### config.mk
export PLATFORM = sky130hd
export DESIGN_NAME = pulse_period_meter
export DESIGN_NICKNAME = d
export VERILOG_FILES = /design/src/rtl/pulse_meter_pkg.sv /design/src/rtl/level_slicer.sv /design/src/rtl/pulse_period_meter.sv
export SDC_FILE = /design/constraint.sdc
export NUM_CORES = 1
export LEC_CHECK = 0
export CORE_MARGIN = 1.5
export CORE_UTILIZATION = 40
export CTS_CLUSTER_DIAMETER = 100
export DETAILED_ROUTE_END_ITERATION = 16
export PLACE_DENSITY = 0.59
export REMOVE_ABC_BUFFERS = 1
export SLEW_MARGIN = 20
export SYNTH_ARGS = -nofsm -noshare
export SYNTH_HDL_FRONTEND = slang
export SYNTH_SLANG_ARGS = --single-unit
### constraint.sdc
create_clock -name clk -period 4.82 [get_ports clk]
set_clock_uncertainty 0.2 [all_clocks]
set_input_delay 0.964 -clock clk [delete_from_list [all_inputs] [get_ports clk]]
set_output_delay 0.964 -clock clk [all_outputs]
set_load 0.05 [all_outputs]
### src/rtl/pulse_meter_pkg.sv
// Shared types and default constants for the pulse period meter.
package pulse_meter_pkg;

   typedef enum logic [1:0] {
      StIdle,
      StAcquire,
      StLocked
   } pm_state_e;

   localparam logic [7:0]  PM_HI_TH   = 8'hC0;
   localparam logic [7:0]  PM_LO_TH   = 8'h40;
   localparam int unsigned PM_TIMEOUT = 32'd16777216;

endpackage

### src/rtl/level_slicer.sv
// Hysteresis slicer: turns 8-bit samples into a binary level and flags level changes
// combinationally in the cycle the new level is presented.
module level_slicer
   import pulse_meter_pkg::*;
#(
   parameter logic [7:0] HI_TH = PM_HI_TH,
   parameter logic [7:0] LO_TH = PM_LO_TH
) (
   input  logic       clk,
   input  logic       rst_n,
   input  logic [7:0] data,
   output logic       lvl,
   output logic       lvl_edge
);

   logic lvl_n, lvl_q;

   // Samples strictly between the thresholds keep the previous level.
   always_comb begin
      lvl_n = lvl_q;
      if (data >= HI_TH) begin
         lvl_n = 1'b1;
      end else if (data <= LO_TH) begin
         lvl_n = 1'b0;
      end
   end

   always_ff @(posedge clk or negedge rst_n) begin
      if (!rst_n) begin
         lvl_q <= 1'b0;
      end else begin
         lvl_q <= lvl_n;
      end
   end

   assign lvl      = lvl_q;
   assign lvl_edge = (lvl_n != lvl_q);

endmodule

### src/rtl/pulse_period_meter.sv
// Measures the half-period of a sliced pulse waveform, reports count_max per edge,
// declares lock after repeated agreement and flags loss of signal.
module pulse_period_meter
   import pulse_meter_pkg::*;
#(
   parameter int unsigned CNT_W      = 32,
   parameter logic [7:0]  HI_TH      = PM_HI_TH,
   parameter logic [7:0]  LO_TH      = PM_LO_TH,
   parameter int unsigned LOCK_COUNT = 4,
   parameter int unsigned TOL        = 0,
   parameter int unsigned TIMEOUT    = PM_TIMEOUT
) (
   input  logic             clk,
   input  logic             rst_n,
   input  logic [7:0]       data,
   output logic [CNT_W-1:0] count_max,
   output logic             valid,
   output logic             locked,
   output logic             timeout
);

   localparam logic [CNT_W-1:0] CntLimit = CNT_W'(TIMEOUT - 1);
   localparam logic [CNT_W-1:0] Tol      = CNT_W'(TOL);
   localparam logic [3:0]       LockCnt  = 4'(LOCK_COUNT);

   logic             lvl_edge, lvl_unused;
   logic [CNT_W-1:0] cnt_q, ref_q, count_max_q, diff;
   logic [3:0]       match_q;
   logic             valid_q, locked_q, timeout_q, mismatch;
   pm_state_e        state_q;

   level_slicer #(
      .HI_TH (HI_TH),
      .LO_TH (LO_TH)
   ) u_slicer (
      .clk      (clk),
      .rst_n    (rst_n),
      .data     (data),
      .lvl      (lvl_unused),
      .lvl_edge (lvl_edge)
   );

   // Larger operand first so the difference never wraps.
   assign diff     = (cnt_q >= ref_q) ? (cnt_q - ref_q) : (ref_q - cnt_q);
   assign mismatch = (diff > Tol);

   always_ff @(posedge clk or negedge rst_n) begin
      if (!rst_n) begin
         cnt_q <= '0;
      end else if (lvl_edge) begin
         cnt_q <= '0;
      end else if (cnt_q != CntLimit) begin
         cnt_q <= cnt_q + CNT_W'(1);
      end
   end

   always_ff @(posedge clk or negedge rst_n) begin
      if (!rst_n) begin
         state_q     <= StIdle;
         match_q     <= '0;
         ref_q       <= '0;
         count_max_q <= '0;
         valid_q     <= 1'b0;
         locked_q    <= 1'b0;
         timeout_q   <= 1'b0;
      end else begin
         valid_q <= 1'b0;
         if (lvl_edge) begin
            // An edge beats a simultaneous timeout.
            timeout_q <= 1'b0;
            unique case (state_q)
               StIdle: begin
                  state_q <= StAcquire;
                  match_q <= '0;
               end
               StAcquire: begin
                  count_max_q <= cnt_q;
                  valid_q     <= 1'b1;
                  ref_q       <= cnt_q;
                  if (match_q == 4'd0 || mismatch) begin
                     match_q <= 4'd1;
                  end else begin
                     match_q <= match_q + 4'd1;
                     if (match_q + 4'd1 == LockCnt) begin
                        state_q  <= StLocked;
                        locked_q <= 1'b1;
                     end
                  end
               end
               StLocked: begin
                  count_max_q <= cnt_q;
                  valid_q     <= 1'b1;
                  ref_q       <= cnt_q;
                  if (mismatch) begin
                     state_q  <= StAcquire;
                     match_q  <= 4'd1;
                     locked_q <= 1'b0;
                  end
               end
               default: state_q <= StIdle;
            endcase
         end else if (cnt_q == CntLimit) begin
            timeout_q <= 1'b1;
            locked_q  <= 1'b0;
            state_q   <= StIdle;
            match_q   <= '0;
         end
      end
   end

   assign count_max = count_max_q;
   assign valid     = valid_q;
   assign locked    = locked_q;
   assign timeout   = timeout_q;

endmodule

==> results of run 1 <==
-- per-stage QoR --
| step | hold slack, ns | TNS [ns] | cells | instance area (um2) | util (%) |
|---|---|---|---|---|---|
| 2_1_floorplan | 0.290 | -10.82 | 924 | 7290 | - |
| 3_3_place_gp | 0.302 | 0 | 1203 | 8080 | 44.4 |
| 3_5_place_dp | 0.310 | 0 | 1203 | 8080 | 44.4 |
| 4_1_cts | 0.319 | 0 | 1219 | 8380 | 46.0 |
| 5_1_grt | 0.340 | 0 | 1220 | 8410 | 46.2 |
| 6_report | 0.312 | 0 | 1220 | 8410 | 46.2 |
-- state kept, by name (all words and copies together), names as in the netlist --
| name | cells |
|---|---|
| valid | 1 |
| u_slicer.lvl | 1 |
| locked | 1 |
| timeout | 1 |
| count_max | 32 |
| state_q | 2 |
| cnt_q | 32 |
| match_q | 4 |
-- synth_stat cells, drive strengths merged (2+ instances only) --
library cell / number
a21boi: 3
or2: 9
nor2: 81
a31oi: 6
a21oi: 92
a2111oi: 5
nand2: 99
nand3: 30
and4: 2
o31ai: 12
nand3b: 4
nor4: 12
a211oi: 10
dfrtp: 74
or3: 10
nand4: 26
o211ai: 17
or4b: 2
nand2b: 7
a21o: 12
nor4b: 4
ha: 70
nor3: 25
or4: 2
mux2i: 2
nand4b: 3
o21bai: 8
o21a: 12
o2111ai: 2
nor2b: 9
and3: 4
clkbuf: 16
o21ai: 96
xnor2: 51
xor2: 15
a221o: 2
buf: 25
inv: 87
-- power by group through the flow --
stage	clock network (W)	registers [W]	logic [W]
final	0.000703	0.000849	0.00423
after global routing	0.000753	0.000872	0.00458
after CTS	0.000722	0.000851	0.00414
after detailed placement	0	0.000861	0.00411
after global placement	0	0.000856	0.00414
after floorplan	0	0.00113	0.00280
-- critical path: stages, from the launching register on --
cell and delay [ns]:
dfrtp_1 0.43, ha_1 0.59, nand4_2 0.31, a2111oi_4 0.52, nor3_4 0.05, xnor2_1 0.13
or4b_1 0.57, a2111oi_2 0.36, a31o_2 0.25, o211ai_4 0.16, o31ai_4 0.35, o21ai_1 0.12
a32o_1 0.25
-- logic make-up after synthesis --
logic type | after synthesis
simple gates | 332
compound gates | 292
buf+inv | 128
flops | 74
fa+ha+maj | 70
xor+xnor | 66
mux | 3
-- metal layers --
layer	GRT usage (%)	vias up	share of wire, %
met5	0	-	0
met4	7.92	0	2.7
met3	3.76	31	6.2
met2	33.7	247	43
met1	32.6	3327	48
li1	-	3445	-
-- how the worst max path moves through the flow --
stage / end / depth (start not counted) / slack, ns / startpoint
final: match_q[3]$_DFFE_PN0P_ / 12 / 0.40 / cnt_q[5]$_DFFE_PN0P_
after CTS: match_q[3]$_DFFE_PN0P_ / 12 / 0.43 / cnt_q[5]$_DFFE_PN0P_
after global routing: match_q[3]$_DFFE_PN0P_ / 12 / 0.18 / cnt_q[5]$_DFFE_PN0P_
after detailed placement: match_q[3]$_DFFE_PN0P_ / 12 / 0.45 / cnt_q[5]$_DFFE_PN0P_
after global placement: match_q[3]$_DFFE_PN0P_ / 13 / 0.47 / cnt_q[2]$_DFFE_PN0P_
after floorplan: match_q[0]$_DFFE_PN0P_ / 6 / -0.47 / data[0]
-- placed cells by master, fill, tap and decap left out, drive strengths merged, types with 26 or more instances in the layout --
master         instances
xnor2                 51
o21ai                 96
nand2                 99
nor2                  81
inv                   88
nand4                 26
ha                    70
clkdlybuf4s50         43
nand3                 30
a21oi                 92
dfrtp                 74
-- cell type report --
class	count	area [um2]	area share, %
Tap cell	229	287	3.41
Timing Repair Buffer	51	510	6.07
Multi-Input combinational cell	763	5130	61.0
Clock inverter	6	65.1	0.774
Clock buffer	10	239	2.84
Sequential cell	74	1850	22.0
Inverter	87	327	3.88
==> results.cfg, run 1 <==
[global_route]
antenna_found_initial = 0
grt_pass1_wl_um = 35200
gr-total-overflow = 0
grt_use_total_pct = 22.5
grt_pass1_vias = 6622
grt_max_degree = 75

[power_and_ir_drop]
p_leak_nw = 3.53
power.total_w = 0.00578
intPower_w = 0.00267
clockPowerShare_pct = 12.2
power_frac_comb_pct = 73.1
power_density_mw_per_mm2 = 687
p_sw_w = 0.00311
peakVddDrop_mv = 0.299
p_sw_share_pct = 53.9
p_seq_share_pct = 14.7

[timing]
fmax_mhz = 226
maxSlewViolCount = 0
max-slew-margin-rel_pct = 42.1
tightest_slew_ns = 0.866
finalHoldViolations = 0
setup_viol = 0
min_period_ns = 4.42
setup_ws_ns = 0.399
rsz0062_at_grt = false
period_share_pct = 91.7

[floorplan]
die_h_um = 140
pin_count = 45
rows = 49
dieArea_mm2 = 0.0197
die_w_um = 140
core_mm2 = 0.0182
start_util_pct = 41.3

[cts]
cts_tree = done
post-cts-setup-buffers = 0
clock_path_buffers = 2
cts_resized = 0
cts-htree-levels = 3
cts_num_sinks = 74
cts_buffers = 9
cts_hold_buf = 0
clock_latency_ns = 0.35
clkTransAtPathRegs_ns = 0.06
cts_root_buf = clkbuf_16

[drt]
first_iter_violations = 630
wirelength_um = 21600
vias = 7050
first_pass_iters = 5
drc_errors = 0
wl_per_cell_um = 17.7
viasPerCell = 5.78
ant_nets = 0

[logic_synthesis]
yosys.area_share.simple_pct = 22.1
netlist_top_cells_area = dfrtp_1 (25%), ha_1 (12%), xnor2_1 (5.9%)
ys_seq_area_share_pct = 24.6
ys_ff_latch = 74
synthMuxAreaShare_pct = 0.416
synthDistinctLibCells = 83
yosysWarnings = 0
yosys.area_share.xor_xnor_pct = 7.68
postSynthCellCount = 965
yosys.area.top_type = dfrtp_1
synth_edf_count = 0
async_flop_share_pct = 100
synth-compound-area-share_pct = 26.1
avgSynthCellArea_um2 = 7.80
synthFlopType = dfrtp_1
synth_top_area_share_pct = 24.6
synthesis.area_mm2 = 0.00753
synth_top_family_by_area = compound AO/OA/AOI/OAI gates
synth_fa_ha_area_share_pct = 11.6

[critical_path]
timing.rr.start = cnt_q[5]$_DFFE_PN0P_
worstPathMaxFanout = 9
r2r_cells = 12
start_kind = register
worst_setup_path_end_kind = register
crit_type = register to register
regToRegEndpoint = match_q[3]$_DFFE_PN0P_
r2r_slack_ns = 0.40
required_ns = 4.86
cp.arrival_ns = 4.46

[finish]
finalNetCount = 1066
diodes = 0
area_growth_pct = 11.7
fillCellCount = 1809
drive_gt1_share_pct = 8.38

[placement]
port_buffers = 44
place.gp.congestion = 0.954
hpwl_um = 16800
preCtsSetupSlack_ns = 0.445

[run]
drv_cap = 0

[min_path]
worstHoldStart = timeout$_DFFE_PN0P_
hold_end = timeout$_DFFE_PN0P_
min_delay_path_depth = 2
hold_class = register to register

[run_status]
status = completed
(Power assumes the default switching activity.)
==> run 2, diff against run 1 <==
--- a/config.mk
+++ b/config.mk
@@ -7,11 +7,11 @@
 export LEC_CHECK = 0
 export CORE_MARGIN = 1.5
 export CORE_UTILIZATION = 40
+export CTS_BUF_LIST = sky130_fd_sc_hd__clkbuf_4
 export CTS_CLUSTER_DIAMETER = 100
 export DETAILED_ROUTE_END_ITERATION = 16
 export PLACE_DENSITY = 0.59
 export REMOVE_ABC_BUFFERS = 1
-export SLEW_MARGIN = 20
 export SYNTH_ARGS = -nofsm -noshare
 export SYNTH_HDL_FRONTEND = slang
 export SYNTH_SLANG_ARGS = --single-unit
==> run 2 against run 1 <==
Compared with the run above:
- cell area fell by 2.3%
- maximum frequency rose by 0.48%
- register-to-register slack improved by 0.02 ns
- core utilization fell by 1.1 points
- clock power fell by 42%
- sequential power barely moved
- total power fell by 5.2%
- first-iteration DRC count fell by 2.5%
- critical path type unchanged
- highest routed layer unchanged
==> results.cfg, run 2 (synthesized netlist as in run 1, its figures left out) <==
[cts]
cts_buffers = 9
cts_resized = 0
cts_tree = done
cts_root_buf = clkbuf_4
cts_num_sinks = 74
cts-htree-levels = 3
clkTransAtPathRegs_ns = 0.13
clock_latency_ns = 0.47
post-cts-setup-buffers = 0
cts_hold_buf = 0
clock_path_buffers = 2

[critical_path]
required_ns = 5.00
worstPathMaxFanout = 9
worst_setup_path_end_kind = register
cp.arrival_ns = 4.58
start_kind = register
crit_type = register to register

[finish]
fin_area_mm2 = 0.00822
drive_gt1_share_pct = 8.18
fin_util_pct = 45.1
area_growth_pct = 9.14
finalNetCount = 1065
layout_commonest_cell = nand2_1
final_cell_mix = nand2_1 (96), inv_1 (87), nor2_1 (80)
fillCellCount = 1833

[timing]
rsz0062_at_grt = false
fmax_mhz = 227
maxSlewViolCount = 0
holdWs_ns = 0.321
tightest_slew_ns = 0.956
finalHoldViolations = 0
period_share_pct = 91.3
setup_tns_ns = 0
max-slew-margin-rel_pct = 36.2
min_period_ns = 4.40
setup_viol = 0

[placement]
hpwl_um = 16800
place.gp.congestion = 0.954
place_area_mm2 = 0.00808
port_buffers = 44

[global_route]
grt_use_total_pct = 22.3
grt_pass1_wl_um = 35000
gr-total-overflow = 0
grt_max_degree = 75
grt_pass1_vias = 6603
antenna_found_initial = 1

[floorplan]
die_w_um = 140
pin_count = 45
start_util_pct = 41.3
rows = 49
dieArea_mm2 = 0.0197
core_mm2 = 0.0182
die_h_um = 140

[power_and_ir_drop]
peakVddDrop_mv = 0.240
p_leak_nw = 3.45
power_density_mw_per_mm2 = 667

[drt]
first_pass_iters = 5
drc_errors = 0
first_iter_violations = 614
vias = 7009
wl_per_cell_um = 17.5
ant_nets = 0
wirelength_um = 21400
viasPerCell = 5.75

[min_path]
hold_class = register to register

[run]
drv_cap = 0

[run_status]
status = completed
-- run 2: where the power goes --
part	switching (W)	internal, W
combinational	0.00270	0.00152
sequential	0.000121	0.000726
clock	0.000255	0.000157
total	0.00308	0.00240
-- run 2: routing by layer --
layer	track usage [%]	up-vias	wire length (um)
met4	6.09	0	381
met1	32.9	3336	10400
met3	3.01	20	1250
met2	34.1	207	9340
li1	-	3446	-
met5	0	-	0
-- run 2: final timing paths --
path / start / to / slack, ns / cells after the start
max: cnt_q[5]$_DFFE_PN0P_ / match_q[3]$_DFFE_PN0P_ / 0.42 / 12
min: timeout$_DFFE_PN0P_ / timeout$_DFFE_PN0P_ / 0.32 / 2
max reg2reg: cnt_q[5]$_DFFE_PN0P_ / match_q[3]$_DFFE_PN0P_ / 0.42 / 12
min reg2reg: timeout$_DFFE_PN0P_ / timeout$_DFFE_PN0P_ / 0.32 / 2
max in group asynchronous: rst_n / count_max[31]$_DFFE_PN0P_ / 3.37 / 1
min in group asynchronous: rst_n / u_slicer.lvl$_DFF_PN0_ / 0.42 / 1
-- run 2: area by class of cell --
| class | instances | area, um2 | area share (%) |
|---|---|---|---|
| Multi-Input combinational cell | 763 | 5130 | 62.4 |
| Sequential cell | 74 | 1850 | 22.5 |
| Timing Repair Buffer | 50 | 483 | 5.88 |
| Inverter | 87 | 327 | 3.98 |
| Tap cell | 229 | 287 | 3.49 |
| Clock inverter | 7 | 68.8 | 0.838 |
| Clock buffer | 9 | 67.6 | 0.822 |
| Antenna cell | 1 | 2.50 | 0.0305 |
-- run 2: stage by stage --
stage	instances	total power, W	setup slack [ns]
floorplan	924	0.00393	-0.470
global placement	1203	0.00499	0.473
detailed placement	1203	0.00497	0.445
CTS	1219	0.00541	0.432
global route	1220	0.00590	0.189
finish	1220	0.00548	0.420
-- run 2: critical path: stages (launching register included) --
cell,delay [ns]
dfrtp_1,0.46
ha_1,0.57
nand4_2,0.30
a2111oi_4,0.51
nor3_4,0.05
xnor2_1,0.14
or4b_1,0.57
a2111oi_2,0.37
a31o_2,0.26
o211ai_4,0.15
o31ai_4,0.35
o21ai_1,0.12
a32o_1,0.25
==> run 3, diff against run 2 <==
--- a/config.mk
+++ b/config.mk
@@ -5,13 +5,16 @@
 export SDC_FILE = /design/constraint.sdc
 export NUM_CORES = 1
 export LEC_CHECK = 0
+export CELL_PAD_IN_SITES_DETAIL_PLACEMENT = 1
+export CELL_PAD_IN_SITES_GLOBAL_PLACEMENT = 1
 export CORE_MARGIN = 1.5
 export CORE_UTILIZATION = 40
 export CTS_BUF_LIST = sky130_fd_sc_hd__clkbuf_4
 export CTS_CLUSTER_DIAMETER = 100
 export DETAILED_ROUTE_END_ITERATION = 16
-export PLACE_DENSITY = 0.59
+export PLACE_DENSITY = 0.75
 export REMOVE_ABC_BUFFERS = 1
+export SLEW_MARGIN = 20
 export SYNTH_ARGS = -nofsm -noshare
 export SYNTH_HDL_FRONTEND = slang
 export SYNTH_SLANG_ARGS = --single-unit
==> run 3 against run 2 <==
Compared with the run above:
- sequential cell count is the same
- final cell count grew 0.16%
- highest routed layer unchanged
- die area is the same
- clock-buffer cell count grew 3
- sequential power is essentially flat
- first-iteration DRC count shrank 17%
- largest power group unchanged
- maximum frequency shrank 4.6%
- register-to-register slack lost 0.21 ns
- hold slack lost 0.041 ns
==> results.cfg, run 3 (synthesized netlist as in run 1, its figures left out) <==
[run_status]
status = completed

[timing]
rsz0062_at_grt = false
maxSlewViolCount = 0
fmax_mhz = 217
setup_viol = 0
min_period_ns = 4.61
tightest_slew_ns = 0.861
setup_ws_ns = 0.209
period_share_pct = 95.7
max-slew-margin-rel_pct = 42.5
finalHoldViolations = 0
setup_tns_ns = 0

[drt]
wl_per_cell_um = 19.4
first_pass_iters = 5
first_iter_violations = 508
viasPerCell = 5.82
drc_errors = 0
ant_nets = 0
vias = 7106
wirelength_um = 23700

[power_and_ir_drop]
power.total_w = 0.00566
power_density_mw_per_mm2 = 684
p_leak_nw = 3.47
peakVddDrop_mv = 0.230

[finish]
fin_cells = 1222
drive_gt1_share_pct = 8.67
final_cell_mix = nand2_1 (96), inv_1 (87), nor2_1 (80)
fin_area_mm2 = 0.00827
finalNetCount = 1067
area_growth_pct = 9.91
layout_commonest_cell = nand2_1

[placement]
dpl.cell_count = 1205
place.gp.congestion = 0.966
port_buffers = 44
hpwl_um = 18700
preCtsSetupSlack_ns = 0.295
place_area_mm2 = 0.00809

[cts]
cts_num_sinks = 74
clock_path_buffers = 2
clock_latency_ns = 0.49
cts_buffers = 9
cts_hold_buf = 0
cts_root_buf = clkbuf_4
clkTransAtPathRegs_ns = 0.13
post-cts-setup-buffers = 0
cts-htree-levels = 3
cts_tree = done

[critical_path]
max_stage_delay_ns = 0.48
cp_slowest_cell = a2111oi_0
cp_top_family = compound AO/OA/AOI/OAI gates
required_ns = 5.01
worst_setup_path_end_kind = register
path_buf_inv = 1
worstPathMaxFanout = 9
r2r_cells = 13
cp.arrival_ns = 4.80
r2r_slack_ns = 0.21
start_kind = register
crit_type = register to register
regToRegEndpoint = match_q[3]$_DFFE_PN0P_
crit_chain = inv_1 > ha_1 > a21oi_2 > o21ai_2 > a211oi_2 > a21oi_1 > or3_1 > a2111oi_0 > nor4b_2 > o211ai_4 > o31ai_4 > o21ai_1 > a32o_1
timing.rr.start = count_max[13]$_DFFE_PN0P_

[global_route]
grt_pass1_vias = 7237
grt_use_total_pct = 25.1
grt_max_degree = 75
antenna_found_initial = 1
grt_pass1_wl_um = 39200
gr-total-overflow = 0

[floorplan]
die_h_um = 140
die_w_um = 140
rows = 49
core_mm2 = 0.0182
dieArea_mm2 = 0.0197
start_util_pct = 41.3
pin_count = 45

[run]
drv_cap = 0

[min_path]
hold_class = input port to async pin
[run 3: changes by cell type in the layout (fill, tap and decap cells not counted)]
cell,previous run,this run
clkinv_2,2,0
ha_1,70,69
a31oi_1,6,5
buf_6,0,1
clkinv_1,1,0
inv_6,1,0
a31oi_2,0,1
clkbuf_4,9,12
buf_4,7,8
bufinv_16,1,2
ha_2,0,1
[run 3: area by class of cell]
cell class                 instances  area, um2
multi-input combinational        763       5140
sequential                        74       1850
antenna                            1       2.50
fill                            2241       9940
timing repair buffer              52        502
clock inverter                     4       76.3
inverter                          87        327
clock buffer                      12       90.1
tap                              229        287
[run 3: how the worst max path moves through the flow]
stage / startpoint / end / slack, ns / cells past startpoint
after floorplan: data[0] / match_q[0]$_DFFE_PN0P_ / -0.47 / 6
after global placement: count_max[2]$_DFFE_PN0P_ / match_q[3]$_DFFE_PN0P_ / 0.38 / 14
after detailed placement: count_max[4]$_DFFE_PN0P_ / match_q[3]$_DFFE_PN0P_ / 0.29 / 13
after CTS: count_max[4]$_DFFE_PN0P_ / match_q[3]$_DFFE_PN0P_ / 0.26 / 13
after global routing: count_max[15]$_DFFE_PN0P_ / match_q[3]$_DFFE_PN0P_ / 0.007 / 14
final: count_max[13]$_DFFE_PN0P_ / match_q[3]$_DFFE_PN0P_ / 0.21 / 13
[run 3: through the flow]
stage,util (%),hold WS (ns)
finish,45.4,0.280
global route,45.4,0.348
CTS,45.4,0.331
detailed placement,44.4,0.312
global placement,44.4,0.302
floorplan,-,0.290
[run 3: timing repair]
action,in CTS,in global routing
setup endpoints to repair,0,1
gates resized for setup,0,2
hold endpoints to repair,0,0
[run 3: layer usage]
metal,wire length (um),vias up,track usage (%)
li1,-,3450,-
met1,11700,3469,35.9
met2,10400,158,38.6
met3,1150,29,3.62
met4,496,0,8.37
met5,0,-,0
[run 3: worst register-to-register path, delay by kind of cell, from the launching register on]
kind | cells | cell delay, ns
and+or+nand+nor | 2 | 0.77
buffers and inverters | 1 | 0.07
DFF | 1 | 0.43
AOI/OAI and AO/OA | 9 | 2.60
adders and majority gates | 1 | 0.46
[run 3: power breakdown]
| part | switching (W) | total, W | leakage (nW) | internal [W] |
|---|---|---|---|---|
| sequential | 0.000121 | 0.000847 | 1.01 | 0.000726 |
| combinational | 0.00278 | 0.00432 | 2.38 | 0.00153 |
| clock | 0.000260 | 0.000489 | 0.0877 | 0.000229 |
| total | 0.00317 | 0.00566 | 3.47 | 0.00249 |
